File: config.mk
export PLATFORM = sky130hd
export DESIGN_NAME = ser_key_reader_flat
export DESIGN_NICKNAME = d
export VERILOG_FILES = /design/src/rtl/ser_key_pkg.sv /design/src/rtl/ser_key_reader_if.sv /design/src/rtl/ser_key_access_timer.sv /design/src/rtl/ser_key_reader.sv /design/src/flat_wrapper.sv
export SDC_FILE = /design/constraint.sdc
export NUM_CORES = 1
export LEC_CHECK = 0
export CORE_MARGIN = 2
export CORE_UTILIZATION = 47
export CTS_CLUSTER_DIAMETER = 120
export DETAILED_ROUTE_END_ITERATION = 16
export PLACE_DENSITY = 0.82
export REMOVE_ABC_BUFFERS = 1
export SYNTH_ARGS = -nofsm -noshare
export SYNTH_HDL_FRONTEND = slang
export SYNTH_SLANG_ARGS = --single-unit
export TNS_END_PERCENT = 30
File: constraint.sdc
create_clock -name clk -period 1.6 [get_ports clk]
set_input_delay 0.32 -clock clk [delete_from_list [all_inputs] [get_ports clk]]
set_output_delay 0.32 -clock clk [all_outputs]
set_load 0.02 [all_outputs]
File: src/rtl/ser_key_pkg.sv
// Shared types and bus-window constants for the serial key reader.
// The key device lives at BA13=0 / BA12=1 and takes its seed on BA7..BA4.
package ser_key_pkg;

    typedef enum logic [2:0] {
        ST_IDLE,
        ST_SETUP,
        ST_STROBE,
        ST_RECOVER,
        ST_DONE
    } state_e;

    localparam logic WIN_BA13 = 1'b0;
    localparam logic WIN_BA12 = 1'b1;
    localparam int   SEED_LSB = 4;
    localparam int   SEED_W   = 4;

    function automatic logic [13:0] key_addr(input logic seed_en, input logic [SEED_W-1:0] seed);
        logic [13:0] a;
        a     = '0;
        a[13] = WIN_BA13;
        a[12] = WIN_BA12;
        if (seed_en) a[SEED_LSB +: SEED_W] = seed;
        return a;
    endfunction

endpackage

File: src/rtl/ser_key_reader_if.sv
// External key bus pins: address, read/write, strobe driven by the reader,
// serial read data returned by the key device.
interface ser_key_reader_if;
    logic [13:0] ba;
    logic        br_w;
    logic        sser_n;
    logic        sdrd;

    modport master (output ba, br_w, sser_n, input sdrd);
    modport slave  (input ba, br_w, sser_n, output sdrd);
endinterface

File: src/rtl/ser_key_access_timer.sv
// Phase down-counter for one key access; flags the last cycle of each phase
// and the cycle on which sdrd is captured (last STROBE cycle).
module ser_key_access_timer
    import ser_key_pkg::*;
#(
    parameter int SETUP_CYC  = 2,
    parameter int STROBE_CYC = 2
) (
    input  logic   clk,
    input  logic   rst_n,
    input  state_e state_q_i,
    input  state_e state_d_i,
    output logic   phase_end_o,
    output logic   sample_o
);

    localparam int MAXC = (SETUP_CYC > STROBE_CYC) ? SETUP_CYC : STROBE_CYC;
    localparam int CW   = (MAXC > 1) ? $clog2(MAXC) : 1;

    logic [CW-1:0] cnt_q, cnt_d;

    // Reload on every phase entry; RECOVER loads 0 so it lasts exactly one cycle.
    always_comb begin
        cnt_d = cnt_q;
        if (state_d_i != state_q_i) begin
            case (state_d_i)
                ST_SETUP:  cnt_d = CW'(SETUP_CYC - 1);
                ST_STROBE: cnt_d = CW'(STROBE_CYC - 1);
                default:   cnt_d = '0;
            endcase
        end else if (cnt_q != '0) begin
            cnt_d = cnt_q - 1'b1;
        end
    end

    always_ff @(posedge clk or negedge rst_n) begin
        if (!rst_n) cnt_q <= '0;
        else        cnt_q <= cnt_d;
    end

    assign phase_end_o = (cnt_q == '0);
    assign sample_o    = phase_end_o && (state_q_i == ST_STROBE);

endmodule

File: src/rtl/ser_key_reader.sv
// Serial key reader: one seed access then NBITS data accesses, word out with a done pulse.
// Optional SER_KEY_CMP_EN adds expect_i/match_o for an on-chip compare of the result.
//
//   state      | meaning
//   IDLE       | bus parked (ba=0, sser_n=1), waiting for start
//   SETUP      | address valid, sser_n high, SETUP_CYC cycles
//   STROBE     | sser_n low, STROBE_CYC cycles, sdrd taken on the last one
//   RECOVER    | one cycle sser_n high, address held
//   DONE       | one cycle, done pulse, data/match updated
module ser_key_reader
    import ser_key_pkg::*;
#(
    parameter int NBITS      = 16,
    parameter int SETUP_CYC  = 2,
    parameter int STROBE_CYC = 2
) (
    input  logic              clk,
    input  logic              rst_n,
    input  logic              start_i,
    input  logic              abort_i,
    input  logic [SEED_W-1:0] seed_i,
    output logic              busy_o,
    output logic              done_o,
    output logic [NBITS-1:0]  data_o,
`ifdef SER_KEY_CMP_EN
    input  logic [NBITS-1:0]  expect_i,
    output logic              match_o,
`endif
    ser_key_reader_if.master  bus
);

    localparam int AW = $clog2(NBITS + 1);

    state_e            state_q, state_d;
    logic [AW-1:0]     acc_q, acc_d;
    logic [SEED_W-1:0] seed_q, seed_d;
    logic [NBITS-1:0]  sh_q, sh_d;
    logic [NBITS-1:0]  data_q, data_d;
    logic              abort_pend_q, abort_pend_d;
    logic [13:0]       ba_q, ba_d;
    logic              sser_n_q, sser_n_d;
    logic              busy_q, busy_d;
    logic              done_q, done_d;
    logic              phase_end, sample;

    ser_key_access_timer #(
        .SETUP_CYC  (SETUP_CYC),
        .STROBE_CYC (STROBE_CYC)
    ) u_timer (
        .clk         (clk),
        .rst_n       (rst_n),
        .state_q_i   (state_q),
        .state_d_i   (state_d),
        .phase_end_o (phase_end),
        .sample_o    (sample)
    );

    always_comb begin
        state_d      = state_q;
        acc_d        = acc_q;
        seed_d       = seed_q;
        sh_d         = sh_q;
        abort_pend_d = abort_pend_q;
        case (state_q)
            ST_IDLE: begin
                if (start_i && !abort_i) begin
                    state_d      = ST_SETUP;
                    seed_d       = seed_i;
                    acc_d        = '0;
                    sh_d         = '0;
                    abort_pend_d = 1'b0;
                end
            end
            ST_SETUP: begin
                if (abort_i)        state_d = ST_IDLE;
                else if (phase_end) state_d = ST_STROBE;
            end
            ST_STROBE: begin
                // An abort here still passes through RECOVER so sser_n gets a high cycle.
                if (abort_i) begin
                    state_d      = ST_RECOVER;
                    abort_pend_d = 1'b1;
                end else if (phase_end) begin
                    state_d = ST_RECOVER;
                end
                if (sample && !abort_i && (acc_q != '0))
                    sh_d = (sh_q << 1) | NBITS'(bus.sdrd);
            end
            ST_RECOVER: begin
                if (abort_i || abort_pend_q) begin
                    state_d      = ST_IDLE;
                    abort_pend_d = 1'b0;
                end else if (acc_q == AW'(NBITS)) begin
                    state_d = ST_DONE;
                end else begin
                    state_d = ST_SETUP;
                    acc_d   = acc_q + 1'b1;
                end
            end
            ST_DONE:  state_d = ST_IDLE;
            default:  state_d = ST_IDLE;
        endcase
    end

    // Outputs are registered from the next state so pins change with the state.
    always_comb begin
        ba_d     = '0;
        if (state_d inside {ST_SETUP, ST_STROBE, ST_RECOVER})
            ba_d = key_addr(acc_d == '0, seed_d);
        sser_n_d = (state_d != ST_STROBE);
        busy_d   = (state_d != ST_IDLE);
        done_d   = (state_d == ST_DONE);
        data_d   = (state_d == ST_DONE) ? sh_q : data_q;
    end

    always_ff @(posedge clk or negedge rst_n) begin
        if (!rst_n) begin
            state_q      <= ST_IDLE;
            acc_q        <= '0;
            seed_q       <= '0;
            sh_q         <= '0;
            data_q       <= '0;
            abort_pend_q <= 1'b0;
            ba_q         <= '0;
            sser_n_q     <= 1'b1;
            busy_q       <= 1'b0;
            done_q       <= 1'b0;
        end else begin
            state_q      <= state_d;
            acc_q        <= acc_d;
            seed_q       <= seed_d;
            sh_q         <= sh_d;
            data_q       <= data_d;
            abort_pend_q <= abort_pend_d;
            ba_q         <= ba_d;
            sser_n_q     <= sser_n_d;
            busy_q       <= busy_d;
            done_q       <= done_d;
        end
    end

`ifdef SER_KEY_CMP_EN
    logic match_q;

    always_ff @(posedge clk or negedge rst_n) begin
        if (!rst_n)                  match_q <= 1'b0;
        else if (state_d == ST_DONE) match_q <= (sh_q == expect_i);
    end

    assign match_o = match_q;
`endif

    assign bus.ba     = ba_q;
    assign bus.br_w   = 1'b1;
    assign bus.sser_n = sser_n_q;
    assign busy_o     = busy_q;
    assign done_o     = done_q;
    assign data_o     = data_q;

endmodule

File: src/flat_wrapper.sv
// flat-port wrapper written by rule: the top's interface ports become plain ports
module ser_key_reader_flat import ser_key_pkg::*;
#(
    parameter int NBITS      = 16,
    parameter int SETUP_CYC  = 2,
    parameter int STROBE_CYC = 2
)
  (clk, rst_n, start_i, abort_i, seed_i, busy_o, done_o, data_o, bus_ba, bus_br_w, bus_sser_n, bus_sdrd);
  ser_key_reader_if bus_i ();
  input  logic clk;
  input  logic rst_n;
  input  logic start_i;
  input  logic abort_i;
  input  logic [SEED_W-1:0] seed_i;
  output logic busy_o;
  output logic done_o;
  output logic [NBITS-1:0] data_o;
  output wire logic [$bits(bus_i.ba)-1:0] bus_ba;
  output wire logic [$bits(bus_i.br_w)-1:0] bus_br_w;
  output wire logic [$bits(bus_i.sser_n)-1:0] bus_sser_n;
  input wire logic [$bits(bus_i.sdrd)-1:0] bus_sdrd;
  assign bus_ba = bus_i.ba;
  assign bus_br_w = bus_i.br_w;
  assign bus_sser_n = bus_i.sser_n;
  assign bus_i.sdrd = bus_sdrd;
  ser_key_reader #(.NBITS(NBITS), .SETUP_CYC(SETUP_CYC), .STROBE_CYC(STROBE_CYC)) u_core (.clk(clk), .rst_n(rst_n), .start_i(start_i), .abort_i(abort_i), .seed_i(seed_i), .busy_o(busy_o), .done_o(done_o), .data_o(data_o), .bus(bus_i));
endmodule
# Yosys cells after proc, flatten, opt, wreduce, memory -nomap -nowiden
# Index checks and enable logic that the tools add are counted.
# word_totals
ff_bits	62
inputBits	9
output_inout_bits	34
wordCells	71
# op_classes
add_sub_neg	2
eq_ne	14
mux	26
n_bitwise	2
reduce_logical	16
# op_table
cell	count
$mux W16	2
$pmux W16 S2	1
$mux W3	7
$or A16 B1 Y16	1
$mux W5	3
$mux W13	1
$eq A3 B2 Y1 const B	4
$mux W4	3
$pmux W3 S4	1
$pmux W5 S2	1
$reduce_bool A3 Y1	3
$eq A3 B1 Y1 const B	2
$mux W1	6
$ne A2 B1 Y1 const B	3
$add A5 B1 Y5 const B	1
$eq A5 B5 Y1 const B	1
$logic_not A5 Y1	1
$reduce_bool A5 Y1	1
$logic_and A1 B1 Y1	4
$reduce_and A4 Y1	1
$eq A3 B3 Y1 const B	1
$logic_not A3 Y1	1
$ne A3 B2 Y1 const B	1
$ne A3 B3 Y1	1
other kinds (9)	9

# Logic depth before layout (Yosys ltp)
# logic_depth
ltp_word	8
ltp_mapped	8
mapped_depth_nobuf	7

# By module
# A second synthesis with hierarchy kept.
# unflattened
cells_unflattened	238
hier_area_um2	2508.7
# modules_own_cells
module	instances	cells_each	area_each_um2	seq_area_each_um2
ser_key_reader	1	231	2437.3	1327.5
ser_key_access_timer	1	7	71.3	25.0

# Worst setup path after synthesis
# No wires, ideal clock.
# synth_path
kind	reg-to-reg
start	register u_core.acc_q[0]
end	register u_core.ba_q[4] (netlist: u_core.bus.ba[4])
setup_ns	0.088
t_arrival_ns	1.647
required_time_ns	1.512
slack_ns	-0.135
path_stages_with_launch	8
n_path_buf	0
synth_period_minus_slack_ns	1.735
path_cell_list	dfrtp_1 inv_1 ha_1 nand4bb_4 and3b_1 a32o_2 a211o_1 nor3b_1
# synth_via
elab_chain_len	7
elab_cells_between_ends	16
cone_classes	add/sub (1); eq/ne (4); mux (9); reduce/logical (2)
# synth_lines
item	line_no	source
from (decl)	ser_key_reader.sv:35	logic [AW-1:0] acc_q, acc_d;
from (signal assigned)	ser_key_reader.sv:119	acc_q <= '0;
from (signal assigned)	ser_key_reader.sv:130	acc_q <= acc_d;
$add A5 B1 Y5 / $eq A5 B5 Y1 (equally long branches)	ser_key_reader.sv:97, ser_key_reader.sv:93	
$mux W5 *	ser_key_reader.sv:93	end else if (acc_q == AW'(NBITS)) begin
$mux W5 *	ser_key_reader.sv:90	if (abort_i || abort_pend_q) begin
$pmux W5 S2 *	ser_key_reader.sv:64	case (state_q)
net u_core.acc_d[2]	ser_key_reader.sv:35	
$logic_not A5 Y1 *	ser_key_reader.sv:109	ba_d = key_addr(acc_d == '0, seed_d);
$mux W4 *	ser_key_pkg.sv:23	if (seed_en) a[SEED_LSB +: SEED_W] = seed;
$mux W13 *	ser_key_reader.sv:108	if (state_d inside {ST_SETUP, ST_STROBE, ST_RECOVER})
net u_core.ba_d[4]	ser_key_reader.sv:40	logic [13:0] ba_q, ba_d;
to (signal assigned)	ser_key_reader.sv:124	ba_q <= '0;
to (signal assigned)	ser_key_reader.sv:135	ba_q <= ba_d;
to (decl)	ser_key_reader.sv:40	
# Mark *: on every way through the listed nets, which the timed path passes. The rest lies on a longest branch.
# A chain may end at the register's enable or synchronous reset.

# Final worst setup path
# layout_path
start	register u_core.acc_q[1]
end	register u_core.ba_q[5] (netlist: u_core.bus.ba[5])
# Same word-level chain as after synthesis.

==> qor.csv <==
metric,value,unit
layout_min_cycle_time,1.73,ns
startpoint_types,flip-flop,
antenna_found_initial,0,
post_synth.cell_area_avg,11.0,um^2
path_buf_inv,1,
power.leakage,1.66,nW
track_usage,0.180,
drt.antenna.violating_nets,0,
gr-total-overflow,0,
numClockSinks,54,
layoutNonFillerInstCount,344,
design.core.area,5040,um^2
worst_hold_path_type,in -> async,
ir_drop,0.594,mV
vias_in_the_first_global_route,1663,
post-route-drc-count,0,
max_stage_delay,0.39,ns
post_dp_cell_area,2930,um^2
synth.ff_latch_count,54,
total_clock_buffers_created_by_cts,5,
max_freq,0.577,GHz
dp_hpwl,3280,um
io_pins,43,
setup_tns,-1.81,ns
route.vias.total,1773,
ys_top_cells_by_count,"sky130_fd_sc_hd__dfrtp_1 (53), sky130_fd_sc_hd__nand2_1 (39), sky130_fd_sc_hd__o21ai_0 (22), sky130_fd_sc_hd__mux2_2 (18), sky130_fd_sc_hd__buf_4 (11)",
critPathTopFamily,compound AO/OA/AOI/OAI gates,
report.final.hold_viol_count,0,
synth_edf_count,0,
synth.lib_cells_used.distinct,42,
maximum_number_of_pins_on_one_net_before_global_route_repair,33,
setup_viol_count_final,20,
post_drt_wl_per_cell,13.8,um
place.detailed.instances,333,
cpMaxStageDelayCell,sky130_fd_sc_hd__dfrtp_1,
post-route-period-util,1.08,
cts_tree,done,
cts_root_buf,sky130_fd_sc_hd__clkbuf_8,
skew,0.00522,ns
max_cap_violations,0,
worst_ep_arrival_time,1.96,ns
final_net_count,284,
placement.setup.worst_slack,-0.474,ns
timing.final.max_slew_violations,0,
ys_async_sr_fraction,1.00,
rows,26,
io_buffer_count,32,
setup_repair_after_global_routing_missed_its_margin,true,
grt_first_pass_wirelength,7670,um
outcome,"complete, but fails checks",
maximum_fanout_encountered_on_the_critical_timing_path,4,
initial_util,0.480,
synthCells,220,
violations,negative setup slack,
netlist_top_cells_area,"sky130_fd_sc_hd__dfrtp_1 (55%), sky130_fd_sc_hd__mux2_2 (8.4%), sky130_fd_sc_hd__nand2_1 (6.0%), sky130_fd_sc_hd__o21ai_0 (4.6%), sky130_fd_sc_hd__buf_4 (3.4%)",
layout-area-overhead-vs-synth,29.4,%
final_area,3130,um^2
end_kind,flip-flop,
worstSetupPathType,reg -> reg,
vias_per_cell,5.15,
die_outline_area,5740,um^2
clkSlewWorstSetupHoldPaths,0.09,ns
path_cells,inv_1 > ha_2 > nand4bb_4 > and3b_1 > a32o_2 > a211o_4 > nor3b_2,
ctsHtreeMaxLevel,2,
cp_required,1.83,ns
synth.cell_area,2420,um^2
powerDensity,1150,nW/um^2
die_w,75.8,um
drt_pass1_iterations,4,
finalWirelength,4750,um
source_to_sink_clock_delay_at_the_later_pin_of_the_worst_skew_pair,0.30,ns
dieHeight,75.8,um
synth.yosys.warnings,0,
totalPowerFinal,3.59,mW
max-clock-path-buffers,2,
antenna_cells,0,
synth.yosys.seq_area_share,0.559,
final_layout_size_suffix_gt1_frac,0.270,
synth-main-ff-cell,sky130_fd_sc_hd__dfrtp_1,
yosys.area.top_type_share,0.548,
synth_top_area_cell,sky130_fd_sc_hd__dfrtp_1,
gpl.final_weighted_congestion,0.809,
synthMostInstantiatedCell,sky130_fd_sc_hd__dfrtp_1,
worst_path_setup_slack_after_routing,-0.132,ns
drt_iter0_drc,97,
per-stage QoR:
| step | hold slack (ns) | util |
|---|---|---|
| floorplan | 0.0244 | - |
| global placement | 0.222 | 0.581 |
| detailed placement | 0.222 | 0.581 |
| CTS | 0.426 | 0.607 |
| global route | 0.452 | 0.621 |
| finish | 0.436 | 0.621 |
worst paths after layout:
path	start	endpoint	slack, ns	depth (start not counted)
min in group clk	u_core.data_o[14]	u_core.data_o[14]	0.48	1
max in group asynchronous	rst_n	u_core.bus.sser_n	0.54	3
setup / recovery	u_core.acc_q[1]	u_core.bus.ba[5]	-0.13	7
hold reg to reg	u_core.data_o[14]	u_core.data_o[14]	0.48	1
setup reg to reg	u_core.acc_q[1]	u_core.bus.ba[5]	-0.13	7
hold / removal	rst_n	u_core.data_o[8]	0.44	2
timing repair:
item | 4_1_cts | 5_1_grt
endpoints found under the setup margin | 46 | 53
hold buffers | 1 | 0
setup buffers | 1 | 1
gates resized for setup | 17 | 25
endpoints found under the hold margin | 12 | 0
pin swaps | 1 | 5
flip-flops by register name (all words and copies together), names as in the netlist:
signal and cells:
u_core.data_o 16, u_core.sh_q 16, u_core.acc_q 5, u_core.bus.ba 5, u_core.seed_q 4, u_core.state_q 3, u_core.abort_pend_q 1, u_core.bus.sser_n 1
u_core.busy_o 1, u_core.done_o 1, u_core.u_timer.cnt_q 1
cell usage in the layout (no fill, tap or decap), types with 2 or more instances in the layout:
cell,netlist,layout
sky130_fd_sc_hd__dfrtp_2,0,2
sky130_fd_sc_hd__ha_2,0,2
sky130_fd_sc_hd__buf_12,0,3
sky130_fd_sc_hd__inv_1,5,5
sky130_fd_sc_hd__a21oi_1,4,4
sky130_fd_sc_hd__dlymetal6s2s_1,0,13
sky130_fd_sc_hd__mux2_2,18,18
sky130_fd_sc_hd__dfrtp_1,53,51
sky130_fd_sc_hd__nor3b_2,0,4
sky130_fd_sc_hd__o31ai_1,3,3
sky130_fd_sc_hd__clkbuf_8,0,6
sky130_fd_sc_hd__nor2b_1,2,2
sky130_fd_sc_hd__clkdlybuf4s50_1,0,8
sky130_fd_sc_hd__buf_4,11,23
sky130_fd_sc_hd__nor3_1,2,2
sky130_fd_sc_hd__o211ai_1,2,2
sky130_fd_sc_hd__nor2_1,6,6
sky130_fd_sc_hd__dlygate4sd2_1,0,10
sky130_fd_sc_hd__conb_1,2,10
sky130_fd_sc_hd__o21ai_0,22,20
sky130_fd_sc_hd__nand2b_1,5,4
sky130_fd_sc_hd__nand2_1,39,38
sky130_fd_sc_hd__nand3_1,6,6
logic make-up (layout without fill, tap and decap cells):
family,Yosys count,in the layout,share of synthesized area
simple gates,74,74,0.161
flops,54,54,0.559
compound gates,42,42,0.109
other cells,2,10,0.00310
fa+ha+maj,2,2,0.0103
buf+inv,26,72,0.0651
mux,20,20,0.0931
routing by layer:
layer | track usage | wire length [um] | vias to the layer above
met5 | 0 | 0 | -
met4 | 0.0663 | 86 | 0
met3 | 0.0317 | 180 | 8
li1 | - | - | 842
met2 | 0.289 | 2280 | 45
met1 | 0.246 | 2210 | 878
layout make-up:
class	instances	area, um^2
clock buffer	7	86.3
tap	70	87.6
multi-input combinational	148	1000
clock inverter	1	5.00
inverter	5	18.8
sequential	54	1360
fill	423	1910
timing repair buffer	59	578
where the power goes:
group          switching [mW]  leakage, nW  total [mW]  internal [mW]
clock network           0.417       0.0482       0.767          0.350
logic                   0.625        0.884        1.16          0.535
registers               0.103        0.728        1.66           1.56
total                    1.14         1.66        3.59           2.44
No activity file was read; power rests on OpenSTA's default activity.
